===== config.mk =====
export PLATFORM = sky130hd
export DESIGN_NAME = ulpi_rx_framer
export DESIGN_NICKNAME = d
export VERILOG_FILES = /design/src/rtl/ulpi_pkg.sv /design/src/rtl/ulpi_rx_fifo.sv /design/src/rtl/ulpi_rx_framer.sv
export SDC_FILE = /design/constraint.sdc
export NUM_CORES = 1
export LEC_CHECK = 0
export ABC_AREA = 1
export CAP_MARGIN = 5
export CORE_ASPECT_RATIO = 1.1
export CORE_MARGIN = 2
export CORE_UTILIZATION = 60
export DETAILED_ROUTE_END_ITERATION = 6
export HOLD_SLACK_MARGIN = 0.12
export PLACE_DENSITY = 0.8
export SETUP_SLACK_MARGIN = 0.02
export SKIP_CTS_REPAIR_TIMING = 1
export SYNTH_ARGS = -nofsm -noshare
export SYNTH_HDL_FRONTEND = slang
export SYNTH_HIERARCHICAL = 1
export SYNTH_SLANG_ARGS = --single-unit
export TNS_END_PERCENT = 10

===== constraint.sdc =====
create_clock -name clk -period 7 [get_ports clk]
set_clock_uncertainty 0.15 [all_clocks]
set_input_delay 2.1 -clock clk [delete_from_list [all_inputs] [get_ports clk]]
set_output_delay 2.1 -clock clk [all_outputs]
set_load 0.01 [all_outputs]

===== src/rtl/ulpi_pkg.sv =====
// Shared types for the ULPI receive framer: RX CMD layout, beat format, CRC helper.
// The CRC helper is only referenced when ULPI_RX_CRC16_CHECK_EN is defined.
package ulpi_pkg;

   typedef enum logic [1:0] {
      EV_NONE   = 2'b00,
      EV_ACTIVE = 2'b01,
      EV_DISC   = 2'b10,
      EV_ERR    = 2'b11
   } rx_event_e;

   typedef struct packed {
      logic       alt_int;
      logic       id;
      rx_event_e  rx_event;
      logic [1:0] vbus_state;
      logic [1:0] line_state;
   } rx_cmd_t;

   typedef struct packed {
      logic       first;
      logic       last;
      logic       err;
      logic [7:0] data;
   } rx_beat_t;

   localparam logic [15:0] CRC16_RESIDUAL = 16'h800D;

   // USB CRC16, data bits consumed LSB first
   function automatic logic [15:0] crc16_upd(input logic [15:0] crc,
                                             input logic [7:0]  d);
      logic [15:0] c;
      c = crc;
      for (int i = 0; i < 8; i++) begin
         if (c[15] ^ d[i]) c = {c[14:0], 1'b0} ^ 16'h8005;
         else              c = {c[14:0], 1'b0};
      end
      return c;
   endfunction

endpackage


===== src/rtl/ulpi_rx_fifo.sv =====
// Synchronous FIFO for received beats; pointers carry one wrap bit.
// Head word is read straight from storage, so valid never depends on pop.
module ulpi_rx_fifo
   import ulpi_pkg::*;
#(
   parameter int  DEPTH = 16,
   parameter type T     = rx_beat_t
) (
   input  logic clk,
   input  logic reset_n,
   input  logic push,
   input  T     din,
   input  logic pop,
   output T     dout,
   output logic full,
   output logic empty
);

   localparam int AW = $clog2(DEPTH);

   T           mem [DEPTH];
   logic [AW:0] wr_q, rd_q;
   logic        do_pop, do_push;

   assign empty   = wr_q == rd_q;
   assign full    = (wr_q[AW] != rd_q[AW]) &&
                    (wr_q[AW-1:0] == rd_q[AW-1:0]);
   assign do_pop  = pop & ~empty;
   assign do_push = push & (~full | do_pop);
   assign dout    = empty ? T'('0) : mem[rd_q[AW-1:0]];

   always_ff @(posedge clk) begin
      if (!reset_n) begin
         wr_q <= '0;
         rd_q <= '0;
      end else begin
         if (do_push) wr_q <= wr_q + (AW+1)'(1);
         if (do_pop)  rd_q <= rd_q + (AW+1)'(1);
      end
   end

   always_ff @(posedge clk) begin
      if (do_push) mem[wr_q[AW-1:0]] <= din;
   end

endmodule


===== src/rtl/ulpi_rx_framer.sv =====
// ULPI receive framer: RX CMD status decode, packet beat tagging, beat FIFO.
// Define ULPI_RX_CRC16_CHECK_EN to add PID and CRC16 checking on the last beat.
module ulpi_rx_framer
   import ulpi_pkg::*;
#(
   parameter int DEPTH = 16
) (
   input  logic       clk,
   input  logic       reset_n,
   input  logic [7:0] sys_data,
   input  logic       sys_data_valid,
   input  logic [7:0] sys_rx_cmd,
   output logic [1:0] line_state,
   output logic [1:0] vbus_state,
   output logic       host_disconnect,
   output logic [7:0] pkt_data,
   output logic       pkt_first,
   output logic       pkt_last,
   output logic       pkt_err,
   output logic       pkt_valid,
   input  logic       pkt_ready,
   output logic       overflow
);

   typedef enum logic [1:0] {
      S_IDLE,
      S_ACTIVE,
      S_TAIL,
      S_DROP
   } state_e;

   state_e     state_q, state_d;
   rx_cmd_t    cmd, cmd_q;
   logic [7:0] hold_q, hold_d;
   logic       hold_vld_q, hold_vld_d;
   logic       first_q, first_d;
   logic       err_q, err_d;
   logic       end_q, end_d;
   logic       ovf_q, ovf_d;
   logic       rx_active, rx_err, rise;
   logic       push, pop, can_push, full, empty;
   rx_beat_t   beat, beat_chk, head;
   logic       unused_ok;

   assign cmd       = rx_cmd_t'(sys_rx_cmd);
   assign rx_active = cmd.rx_event[0];
   assign rx_err    = cmd.rx_event == EV_ERR;
   assign rise      = rx_active & ~cmd_q.rx_event[0];
   assign pop       = pkt_ready & ~empty;
   assign can_push  = ~full | pop;
   assign unused_ok = ^{cmd_q.alt_int, cmd_q.id};

   always_comb begin
      state_d    = state_q;
      hold_d     = hold_q;
      hold_vld_d = hold_vld_q;
      first_d    = first_q;
      err_d      = err_q;
      end_d      = end_q;
      ovf_d      = ovf_q;
      push       = 1'b0;
      beat       = '0;
      unique case (state_q)
         S_IDLE: begin
            if (rise) begin
               state_d    = S_ACTIVE;
               first_d    = 1'b1;
               err_d      = rx_err;
               end_d      = 1'b0;
               hold_vld_d = 1'b0;
            end
         end
         S_ACTIVE: begin
            if (rx_err) err_d = 1'b1;
            if (!rx_active) begin
               if (sys_data_valid && hold_vld_q) begin
                  // two bytes to retire: held one now, new one next cycle
                  beat = '{first: first_q, last: 1'b0,
                           err: 1'b0, data: hold_q};
                  push       = 1'b1;
                  hold_d     = sys_data;
                  first_d    = 1'b0;
                  state_d    = S_TAIL;
               end else if (sys_data_valid || hold_vld_q) begin
                  beat = '{first: first_q, last: 1'b1, err: err_q,
                           data: sys_data_valid ? sys_data : hold_q};
                  push       = 1'b1;
                  hold_vld_d = 1'b0;
                  first_d    = 1'b0;
                  state_d    = S_IDLE;
               end else begin
                  state_d    = S_IDLE;
               end
            end else if (sys_data_valid) begin
               if (hold_vld_q) begin
                  beat = '{first: first_q, last: 1'b0,
                           err: 1'b0, data: hold_q};
                  push    = 1'b1;
                  first_d = 1'b0;
               end
               hold_d     = sys_data;
               hold_vld_d = 1'b1;
            end
            if (push && !can_push) begin
               push       = 1'b0;
               ovf_d      = 1'b1;
               err_d      = 1'b1;
               hold_vld_d = 1'b0;
               end_d      = !rx_active;
               state_d    = S_DROP;
            end
         end
         S_TAIL: begin
            beat = '{first: first_q, last: 1'b1, err: err_q, data: hold_q};
            hold_vld_d = 1'b0;
            if (!can_push) begin
               ovf_d   = 1'b1;
               err_d   = 1'b1;
               end_d   = 1'b1;
               state_d = S_DROP;
            end else begin
               push = 1'b1;
               if (rx_active) begin
                  state_d = S_ACTIVE;
                  first_d = 1'b1;
                  err_d   = rx_err;
               end else begin
                  state_d = S_IDLE;
               end
            end
         end
         S_DROP: begin
            hold_vld_d = 1'b0;
            if (end_q || !rx_active) begin
               end_d = 1'b1;
               if (can_push) begin
                  beat = '{first: 1'b0, last: 1'b1,
                           err: 1'b1, data: 8'h00};
                  push  = 1'b1;
                  end_d = 1'b0;
                  if (end_q && rx_active) begin
                     state_d = S_ACTIVE;
                     first_d = 1'b1;
                     err_d   = rx_err;
                  end else begin
                     state_d = S_IDLE;
                  end
               end
            end
         end
      endcase
   end

   always_ff @(posedge clk) begin
      if (!reset_n) begin
         state_q    <= S_IDLE;
         cmd_q      <= '0;
         hold_q     <= '0;
         hold_vld_q <= 1'b0;
         first_q    <= 1'b0;
         err_q      <= 1'b0;
         end_q      <= 1'b0;
         ovf_q      <= 1'b0;
      end else begin
         state_q    <= state_d;
         cmd_q      <= cmd;
         hold_q     <= hold_d;
         hold_vld_q <= hold_vld_d;
         first_q    <= first_d;
         err_q      <= err_d;
         end_q      <= end_d;
         ovf_q      <= ovf_d;
      end
   end

`ifdef ULPI_RX_CRC16_CHECK_EN
   logic [7:0]  pid_q, pid;
   logic [15:0] crc_q, crc_nx;
   logic        chk_err;

   always_comb begin
      pid     = beat.first ? beat.data : pid_q;
      crc_nx  = beat.first ? 16'hFFFF : crc16_upd(crc_q, beat.data);
      chk_err = (pid[7:4] != ~pid[3:0]) |
                ((pid[1:0] == 2'b11) & (crc_nx != CRC16_RESIDUAL));
      beat_chk     = beat;
      beat_chk.err = beat.err | (beat.last & chk_err);
   end

   always_ff @(posedge clk) begin
      if (!reset_n) begin
         pid_q <= '0;
         crc_q <= 16'hFFFF;
      end else if (push) begin
         pid_q <= pid;
         crc_q <= crc_nx;
      end
   end
`else
   assign beat_chk = beat;
`endif

   ulpi_rx_fifo #(
      .DEPTH (DEPTH),
      .T     (rx_beat_t)
   ) u_fifo (
      .clk     (clk),
      .reset_n (reset_n),
      .push    (push),
      .din     (beat_chk),
      .pop     (pop),
      .dout    (head),
      .full    (full),
      .empty   (empty)
   );

   assign line_state      = cmd_q.line_state;
   assign vbus_state      = cmd_q.vbus_state;
   assign host_disconnect = cmd_q.rx_event == EV_DISC;
   assign pkt_data        = head.data;
   assign pkt_first       = head.first;
   assign pkt_last        = head.last;
   assign pkt_err         = head.err;
   assign pkt_valid       = ~empty;
   assign overflow        = ovf_q;

endmodule

# Word-level counts from Yosys, hierarchy flattened
# Memories as Yosys holds them, arrays and structs flattened. A register that Yosys moved wholly into a read port is not among the register bits.
# Index checks and enable logic that the tools add are counted.
[op_classes]
add_sub_neg = 2
eq_ne = 25
n_mux = 70
n_bitwise = 9
n_reduce_logical = 19
[ops]
columns = ["operator", "n"]
rows = [
  ["11-bit two-way mux", 6],
  ["1-bit two-way mux", 42],
  ["11-bit one-hot mux with 3 select lines", 1],
  ["8-bit two-way mux", 3],
  ["10-bit two-way mux", 2],
  ["2-bit inequality test, second input constant", 8],
  ["4-bit inequality test, second input constant", 4],
  ["3-bit inequality test, second input constant", 5],
  ["2-bit two-way mux", 7],
  ["1-bit one-hot mux with 4 select lines", 3],
  ["4-bit AND reduction", 3],
  ["5-bit by 1-bit adder with 5-bit output, second input constant", 2],
  ["9-bit AND reduction", 1],
  ["2-bit == test, second input constant", 4],
  ["4-bit two-way mux", 2],
  ["2-bit one-hot mux with 4 select lines", 1],
  ["1-bit one-hot mux with 3 select lines", 2],
  ["6-bit AND reduction", 1],
  ["5-bit == test", 1],
  ["1-bit AND", 4],
  ["4-bit == test", 1],
  ["1-bit logical AND", 4],
  ["2-bit nonzero test", 2],
  ["1-bit NOT", 3],
  ["10 further kinds", 13],
]
[totals]
regBits = 31
mem_bits_rw = 176
in_bits = 20
out_inout_bits = 18
elab_cells = 138
memories = 1
[memory_table]
columns = ["name", "words", "width", "rd", "rd_clocked_by_memory_dff", "wr", "line", "text"]
rows = [
  ["u_fifo.mem", 16, 11, 1, 1, 1, "ulpi_rx_fifo.sv:21", "T mem [DEPTH];"],
]

# Logic depth before layout (Yosys ltp)
[depth]
depth_word = 11
ltp_mapped = 18
depth_no_buf = 16

# By module
# Netlist, hierarchy kept.
[modules_own_cells]
columns = ["mod", "n_inst", "cells_each", "area_each_um2"]
rows = [
  ["ulpi_rx_fifo", 1, 699, 8107.8],
  ["ulpi_rx_framer", 1, 232, 1488.9],
]

# Least setup slack after synthesis
# No wires, ideal clock.
[synth_path]
path_kind = "input-to-reg"
start = "in sys_data_valid"
end = "mem u_fifo/mem[10][0] in the netlist's numbering, enable pin"
arrival_ns = 4.117
required_time_ns = 6.472
slack_ns = 2.355
stages = 10
cell_sequence = "inv_1 -> clkbuf_1 -> ha_1 -> o21ai_2 -> nand3_1 -> a31oi_1 -> nand2_4 -> inv_4 -> nand2_2 -> nor2_1"
[synth_between]
elab_chain_len = 11
[synth_lines]
columns = ["item", "line", "text"]
rows = [
  ["start, declared", "ulpi_rx_framer.sv:11", "input logic sys_data_valid,"],
  ["1-bit logical OR", "ulpi_rx_framer.sv:84", "end else if (sys_data_valid || hold_vld_q) begin"],
  ["1-bit two-way mux", "ulpi_rx_framer.sv:84", ""],
  ["1-bit two-way mux", "ulpi_rx_framer.sv:76", "if (sys_data_valid && hold_vld_q) begin"],
  ["1-bit two-way mux (*)", "ulpi_rx_framer.sv:75", "if (!rx_active) begin"],
  ["1-bit two-way mux (*)", "ulpi_rx_framer.sv:63", "unique case (state_q)"],
  ["1-bit logical AND", "ulpi_rx_framer.sv:104", "if (push && !can_push) begin"],
  ["1-bit two-way mux (*)", "ulpi_rx_framer.sv:104", ""],
  ["1-bit one-hot mux with 3 select lines (*)", "ulpi_rx_framer.sv:63", ""],
  ["net push", "ulpi_rx_framer.sv:41", "logic push, pop, can_push, full, empty;"],
  ["1-bit AND (*)", "ulpi_rx_fifo.sv:29", "assign do_push = push & (~full | do_pop);"],
  ["1-bit two-way mux (*)", "ulpi_rx_fifo.sv:43", "if (do_push) mem[wr_q[AW-1:0]] <= din;"],
  ["1-bit two-way mux (not written as such) (*)", "ulpi_rx_fifo.sv:43", ""],
  ["end, declared", "ulpi_rx_fifo.sv:21", ""],
]
# Mark *: on every way through the listed nets, which the timed path passes. The rest lies on a longest branch. The select of a mux whose other input is x is not followed.

==> flow_summary.ini <==
[status]
status = completed

[pwr]
power.total_mw = 3.21
p_leak_nw = 4.10
powerDensity_mw_per_mm2 = 298
peakVddDrop_v = 0.000245

[yosys]
yosysWarnings = 6
yosysMostFrequentCell = edfxtp_1
syn_area_per_cell_sq_um = 10.3
synth_ff_type = edfxtp_1
synth.distinct_cells = 38
synth_cells = 931
yosysTopAreaCellShare_pct = 55.1
synth_edf_count = 176
netlist_area_sq_mm = 0.00960
yosysSeqAreaShare_pct = 62.4
async_reset_ff_share_pct = 0
synth_area_leaders = edfxtp_1, dfxtp_1, nand2_1, inv_1, a21oi_1
synth_common_cells = edfxtp_1, nand2_1, inv_1, a21oi_1, nor2_1
synth.largest_area_cell = edfxtp_1
synthesis.nets = 965
synth-seq-cells = 211

[hold_path]
hp-class = register to register

[grt]
grt_pass1_wl_um = 30800
antenna_found_initial = 0
grt_pass1_vias = 6269
grt_max_degree = 95
grt_overflow_total = 0
grt_util_all_layers_pct = 22.7

[routing]
firstDrtPassIters = 6
wirelength_um = 19400
wire_per_inst_um = 16.4
ant_nets = 0
drt-initial-drc-count = 564
vias = 6626
vias_per_cell = 5.62
drc = 0

[placed_design]
gp_congestion = 0.920
place_hpwl_um = 12100
place_ws_ns = 1.39
io_buffers = 35
placed_area_sq_mm = 0.0101
dp.cells = 1139

[worst_setup_path]
cp.arrival_ns = 3.23
startpoint_type = register
cp_slowest_cell = dfxtp_2
crit_path_end_kind = output port
cpPeakStageDelay_ns = 0.79
worst-path-max-fanout = 51
cp_num_buf_inv = 2
path_class = register to output port
crit_family = buffers and inverters
cp.required_ns = 4.75
crit_top_cell = nand2_1
worstPathCellList = buf_4, o21ai_0, a21oi_1, o21ai_1, nand2_1, nand2_1, nor2_1, clkdlybuf4s50_1

[sta]
layout_min_cycle_time_ns = 5.48
relSlewSlack_pct = 24.2
setup-tns-final_ns = 0
hold_violations = 0
drv_slew = 0
fin_ws_ns = 1.52
post-route-period-util_pct = 78.3
clock.fmax_mhz = 183
whs_ns = 0.310
worst_pin_slew_ns = 1.14
setup_violations = 0
rsz0062_at_grt = false

[floorplanning]
rows = 48
die_w_um = 125
start_util_pct = 61.2
core_area_sq_mm = 0.0157
die_h_um = 137
pin_count = 38
dieArea_sq_mm = 0.0170

[cts]
worst_skew_pair.late_latency_ns = 0.49
clock-sinks = 211
cts_tree = done
cts_root_buf = clkbuf_16
cts-htree-levels = 1
numCtsBuffers = 21
clockBufferDepth = 3
clkTransAtPathRegs_ns = 0.06

[layout]
fin_cells = 1178
drive_gt1_share_pct = 9.41
diodes = 0
utilization_pct = 68.7
final_area_sq_mm = 0.0108
nets = 997
syn_to_final_growth_pct = 12.3

[job]
cap_violations = 0
## worst paths after layout
check	to	cells after the start	slack, ns	startpoint
setup / recovery	pkt_err	8	1.52	register
hold / removal	overflow	2	0.31	overflow
setup reg to reg	u_fifo/mem[0][4]	15	3.51	u_fifo/wr_q[2]
hold reg to reg	overflow	2	0.31	overflow
## where the power goes
part / total, mW / internal (mW) / leakage, nW / switching (mW)
Clock: 1.11 / 0.661 / 0.327 / 0.448
Sequential: 1.48 / 1.43 / 1.92 / 0.0472
Combinational: 0.626 / 0.224 / 1.86 / 0.402
Total: 3.21 / 2.31 / 4.10 / 0.898
## layout make-up
class	count	area (sq um)
clock buffer	24	537
tap	200	250
sequential	211	5990
clock inverter	14	144
inverter	145	547
timing repair buffer	56	520
fill	1086	4900
multi-input combinational	528	2790
## sequential cells by signal, indices dropped and copies added (netlist names), 2 cells and up, named ones only
signal	count
u_fifo/mem	176
hold_q	8
u_fifo/rd_q	5
u_fifo/wr_q	5
cmd_q	2
line_state	2
state_q	2
vbus_state	2
## placed cells by master, fill, tap and decap left out, types with 10 or more instances in the layout
cell,synthesis,layout
edfxtp_1,176,176
nand2_1,152,152
inv_1,132,132
a21oi_1,87,87
nor2_1,61,61
o21ai_0,60,60
nand3_1,57,57
o211ai_1,37,37
clkdlybuf4s50_1,0,35
dfxtp_1,35,33
clkbuf_16,0,21
buf_4,7,20
o21ai_1,15,15
ha_1,14,14
inv_2,11,11
nand2_2,10,10
## cells by family after synthesis
family / share of synthesized area [%]
simple gates: 13.2
compound gates: 13.2
flops: 62.4
buf+inv: 8.61
fa+ha+maj: 1.83
xor+xnor: 0.717
## per-layer routing
metal	wire, um	share of wire [%]	track usage (%)
met1	7800	40	28.9
met2	9570	49	39.9
met3	1450	7.5	3.09
met4	546	2.8	8.68
met5	0	0	0
## tightest hold or removal path, cell delays in order (launching register included)
cell and delay, ns:
dfxtp_1 0.31, inv_1 0.05, a21oi_1 0.06
Power figures use the tool's default switching activity.
==> RTL change 1: new RTL, config.mk and constraints unchanged <==
Put a register stage on the output `pkt_err`, with the module's reset. The value now appears one clock later. The other outputs are not delayed to match.
--- a/src/rtl/ulpi_rx_framer.sv
+++ b/src/rtl/ulpi_rx_framer.sv
@@ -220,7 +220,13 @@
    assign pkt_data        = head.data;
    assign pkt_first       = head.first;
    assign pkt_last        = head.last;
-   assign pkt_err         = head.err;
+   always_ff @(posedge clk) begin
+      if (!reset_n) begin
+         pkt_err <= '0;
+      end else begin
+         pkt_err <= head.err;
+      end
+   end
    assign pkt_valid       = ~empty;
    assign overflow        = ovf_q;
 
Function: changed (a bounded check fails within 4 cycles, from zero or initial values and one cycle with reset_n low).
==> RTL change 1 against the original RTL <==
Synthesized area rose by 0.98%. Final area rose by 0.17%. Die area rose by 0.95%. Worst setup slack improved by 0.25 ns. Non-clock buffer count fell by 4. Synthesized cell count rose by 1.7%. Total power rose by 0.15%. Wire length rose by 0.59%. Clock power fell by 5%. First-iteration DRC count rose by 16%. Sequential cell count rose by 1. Critical path type unchanged.
==> RTL change 1: results (changes against the original RTL) <==
use_met2_pct: 40.10  # +0.21 points
grt_pass1_vias: 6302  # +0.53%
wl_per_cell_um: 16.43  # about the same
cp.arrival_ns: 2.98  # -0.25 ns
synthAdderAreaFrac_pct: 1.808  # -0.018 points
synth_compound_area_share_pct: 13.27  # +0.027 points
fillers: 1139  # +4.9%
grt_pass1_wl_mm: 31.49  # +2.2%
synthTopCellsByCount: "176 x edfxtp_1, 157 x nand2_1, 129 x inv_1"
grt_max_degree: 109  # +15%
layout.cells.non_filler: 1186  # +0.68%
routabilityCongestion: 0.8853  # -3.8%
ys_types: 39  # +2.6%
vias: 6578  # -0.72%
synthTopCellsByArea: "edfxtp_1 55%, dfxtp_1 7.4%, nand2_1 6.1%, inv_1 5.0%, a21oi_1 4.5%"
dp_cells: 1148  # +0.79%
drt_iter0_markers: 655  # +16%
worstRegToRegCells: 14  # -1
synth.area.mux_share_pct: 0  # unchanged
dp_hpwl_mm: 11.94  # -1.0%
dpl_cell_area_um2: 10140  # +0.52%
port-buffer-count: 35  # unchanged
synth_xor_area_share_pct: 0.7101  # -0.0069 points
dp_slack_ns: 1.360  # -0.03226 ns
crit_path_max_incr_delay_ns: 0.76  # -0.03 ns
max_freq_mhz: 191.3  # +4.8%
cp_max_fo: 32  # -37%
syn_nets: 981  # +1.7%
grt_use_met1_pct: 29.44  # +0.56 points
fin_hold_ws_ns: 0.3086  # -0.001261 ns
fin_nets: 1006  # +0.90%
track_usage_pct: 23.24  # +0.58 points
dr.pass1.iters: 5  # -1
layout-drive-gt1-share_pct: 9.026  # -0.38 points
reg2reg_to: "u_fifo/mem[14][7]"
maxSlewHeadroom_pct: 20.51  # -3.7 points
syn-instance-count: 947  # +1.7%
outcome: "completed"
synth_seq_area_share_pct: 61.98  # -0.40 points
r2r_slack_ns: 3.28  # -0.23 ns
==> RTL change 1: power breakdown <==
part           leakage, nW  switching, mW  internal (mW)
logic                 1.81          0.433          0.244
clock network        0.310          0.433          0.617
registers             1.97         0.0489           1.44
total                 4.10          0.915           2.30
==> RTL change 1: layer usage <==
metal	part of all wire [%]	routed length [um]
met3	6.7	1308
met1	41	7992
met5	0	0
met4	3.9	758
met2	48	9425
==> RTL change 1: area by class of cell <==
cell class	instances	area share, %
flip-flops and latches	212	55.69
multi-input cells	544	26.52
repair buffers	52	4.544
clock inverters	5	0.5565
well taps	200	2.319
clock buffers	32	5.437
inverters	141	4.927
==> RTL change 1: worst min-delay path, cell delays in order (launching register included) <==
cell and delay (ns):
dfxtp_1 0.31, inv_1 0.05, a21oi_1 0.06
==> RTL change 1: logic make-up after synthesis <==
kind of cell,count (synthesis)
xor+xnor,7
fa+ha+maj,14
flops,212
buf+inv,191
simple gates,300
compound gates,223
==> RTL change 2: new RTL, same settings <==
Made on the original files. Add a define of `ULPI_RX_CRC16_CHECK_EN`.
--- a/src/rtl/ulpi_rx_framer.sv
+++ b/src/rtl/ulpi_rx_framer.sv
@@ -1,5 +1,7 @@
 // ULPI receive framer: RX CMD status decode, packet beat tagging, beat FIFO.
 // Define ULPI_RX_CRC16_CHECK_EN to add PID and CRC16 checking on the last beat.
+`define ULPI_RX_CRC16_CHECK_EN
+
 module ulpi_rx_framer
    import ulpi_pkg::*;
 #(
Formal check against the unedited RTL: not equivalent (Yosys sat finds a counterexample within 4 cycles, from zero or initial values and one cycle with reset_n low).
==> RTL change 2 against the original RTL <==
Fmax decreased by 2.8%. Combinational power increased by 90%. Register-to-register slack got worse by 0.37 ns. Total power increased by 24%. Non-clock buffer count increased by 5. Final area increased by 15%. Largest cell class unchanged. Worst setup slack got worse by 0.16 ns. Synthesized area increased by 17%. First-iteration DRC count increased by 8.0%. Wire length increased by 21%. Sequential cell count increased by 24. Critical path depth increased by 19.
==> RTL change 2: results (changes against the original RTL) <==
ant_nets: 0  # unchanged
r2r_slack_ns: 3.14  # -0.37 ns
wl_per_cell_um: 16.14  # -1.8%
maxSlewHeadroom_pct: 29.98  # +5.8 points
peakVddDrop_uv: 264.7  # +8.1%
fin_nets: 1220  # +22%
worstRegToRegCells: 26  # +11
synth_warnings: 6  # unchanged
synthTopCellsByArea: "edfxtp_1 47%, dfxtp_1 11%, nand2_1 6.1%, inv_1 5.5%, o21ai_0 4.6%"
routabilityCongestion: 0.8777  # -4.6%
cp-end-kind: "flip-flop"
layout-drive-gt1-share_pct: 11.21  # +1.8 points
drt-vias-per-instance: 5.536  # -1.6%
grt_pass1_wl_mm: 37.30  # +21%
dp_slack_ns: 0.8432  # -0.5494 ns
outcome: "completed"
antenna_found_initial: 0  # unchanged
dr.pass1.iters: 7  # +1
synth.area.mux_share_pct: 0  # unchanged
fillers: 1442  # +33%
port-buffer-count: 35  # unchanged
synth_edf_count: 176  # unchanged
syn_nets: 1193  # +24%
cp_max_fo: 17  # -67%
cp.arrival_ns: 5.62  # +2.39 ns
drt_iter0_markers: 609  # +8.0%
synth_xor_area_share_pct: 1.566  # +0.85 points
hold_viol: 0  # unchanged
grt_max_degree: 111  # +17%
cts_buffers: 22  # +4.8%
synthFlopType: "edfxtp_1"
path_clk_slew_ns: 0.06  # about the same
clk_latency_ns: 0.51  # +0.02 ns
track_usage_pct: 23.86  # +1.2 points
crit_start: "sys_data_valid"
timing.final.ws_setup_ns: 1.365  # -0.1561 ns
htreeDepth: 1  # unchanged
root_buffer: "clkbuf_16"
grt_pass1_vias: 7405  # +18%
reg2reg_to: "u_fifo/mem[8][8]"
ys_types: 45  # +18%
largest_reg_flops: 176  # unchanged
regToRegStartpoint: "hold_vld_q"
synth_compound_area_share_pct: 14.28  # +1.0 points
synth_seq_area_share_pct: 57.79  # -4.6 points
synthTopCellsByCount: "183 x nand2_1, 176 x edfxtp_1, 165 x inv_1"
synthAdderAreaFrac_pct: 1.342  # -0.48 points
hold_path_class: "reg2reg"
num_antenna_cells: 0  # unchanged
dp_hpwl_mm: 14.69  # +22%
p_leak_nw: 4.935  # +20%
RTL change 2: cells by family (layout without fill, tap and decap cells):
logic type | count (synthesis) | in the layout
AND/OR/NAND/NOR | 374 | 374
AO/OA/AOI/OAI | 281 | 281
XOR/XNOR | 17 | 17
buffers and inverters | 242 | 285
flip-flops | 235 | 235
adder cells (fa/ha/maj) | 12 | 12
RTL change 2: where the power goes:
group / internal (mW) / total, mW / switching, mW
Combinational: 0.419 / 1.19 / 0.774
Clock: 0.607 / 1.09 / 0.481
Sequential: 1.63 / 1.71 / 0.0815
RTL change 2: metrics by stage:
step           instance area, um^2  instances  power, mW
2_1_floorplan                11190       1161      2.617
3_3_place_gp                 11730       1407      2.879
3_5_place_dp                 11730       1407      2.919
4_1_cts                      12380       1447      4.006
5_1_grt                      12380       1447      4.218
6_report                     12380       1447      3.991
RTL change 2: how the worst min path moves through the flow:
stage,endpoint,slack (ns),cells past startpoint
floorplan,crc_q[5],0.28,2
global placement,overflow,0.29,2
detailed placement,overflow,0.29,2
CTS,overflow,0.31,2
global route,crc_q[5],0.35,2
finish,overflow,0.30,2
RTL change 2: final cells by class:
class | instances | area [um^2] | share of cell area [%]
tap | 243 | 304.0 | 2.456
clock buffer | 34 | 616.8 | 4.982
clock inverter | 6 | 32.53 | 0.2627
multi-input combinational | 684 | 3706 | 29.93
inverter | 184 | 693.2 | 5.598
timing repair buffer | 61 | 558.0 | 4.507
sequential | 235 | 6471 | 52.26
RTL change 2: layer usage:
layer,global-route usage (%),share of wire (%),up-vias,wire (um)
met5,0,0,-,0
met4,7.947,2.7,0,642
met3,3.244,5.2,57,1214
met2,42.04,50,229,11710
met1,30.41,42,3773,9782
li1,-,-,3951,-
RTL change 2: worst max-delay path: stages:
cell and delay (ns):
clkdlybuf4s50_1 0.42, buf_4 0.19, ha_1 0.37, nor2_8 0.23, nand3_1 0.09, o21ai_1 0.08
nand2_1 0.07, o21ai_2 0.10, nand2_1 0.11, inv_2 0.24, nand2_2 0.08, nand2_2 0.12
inv_2 0.07, nand3_1 0.12, nand3_4 0.11, nand2_4 0.10, nand2_1 0.07, nand3_2 0.09
nand2_2 0.09, nand2_2 0.08, nand3_2 0.07, nand3_2 0.09, nand2_1 0.06, nand2_1 0.06
nand2_1 0.08, nand2_1 0.07, nand2_1 0.27
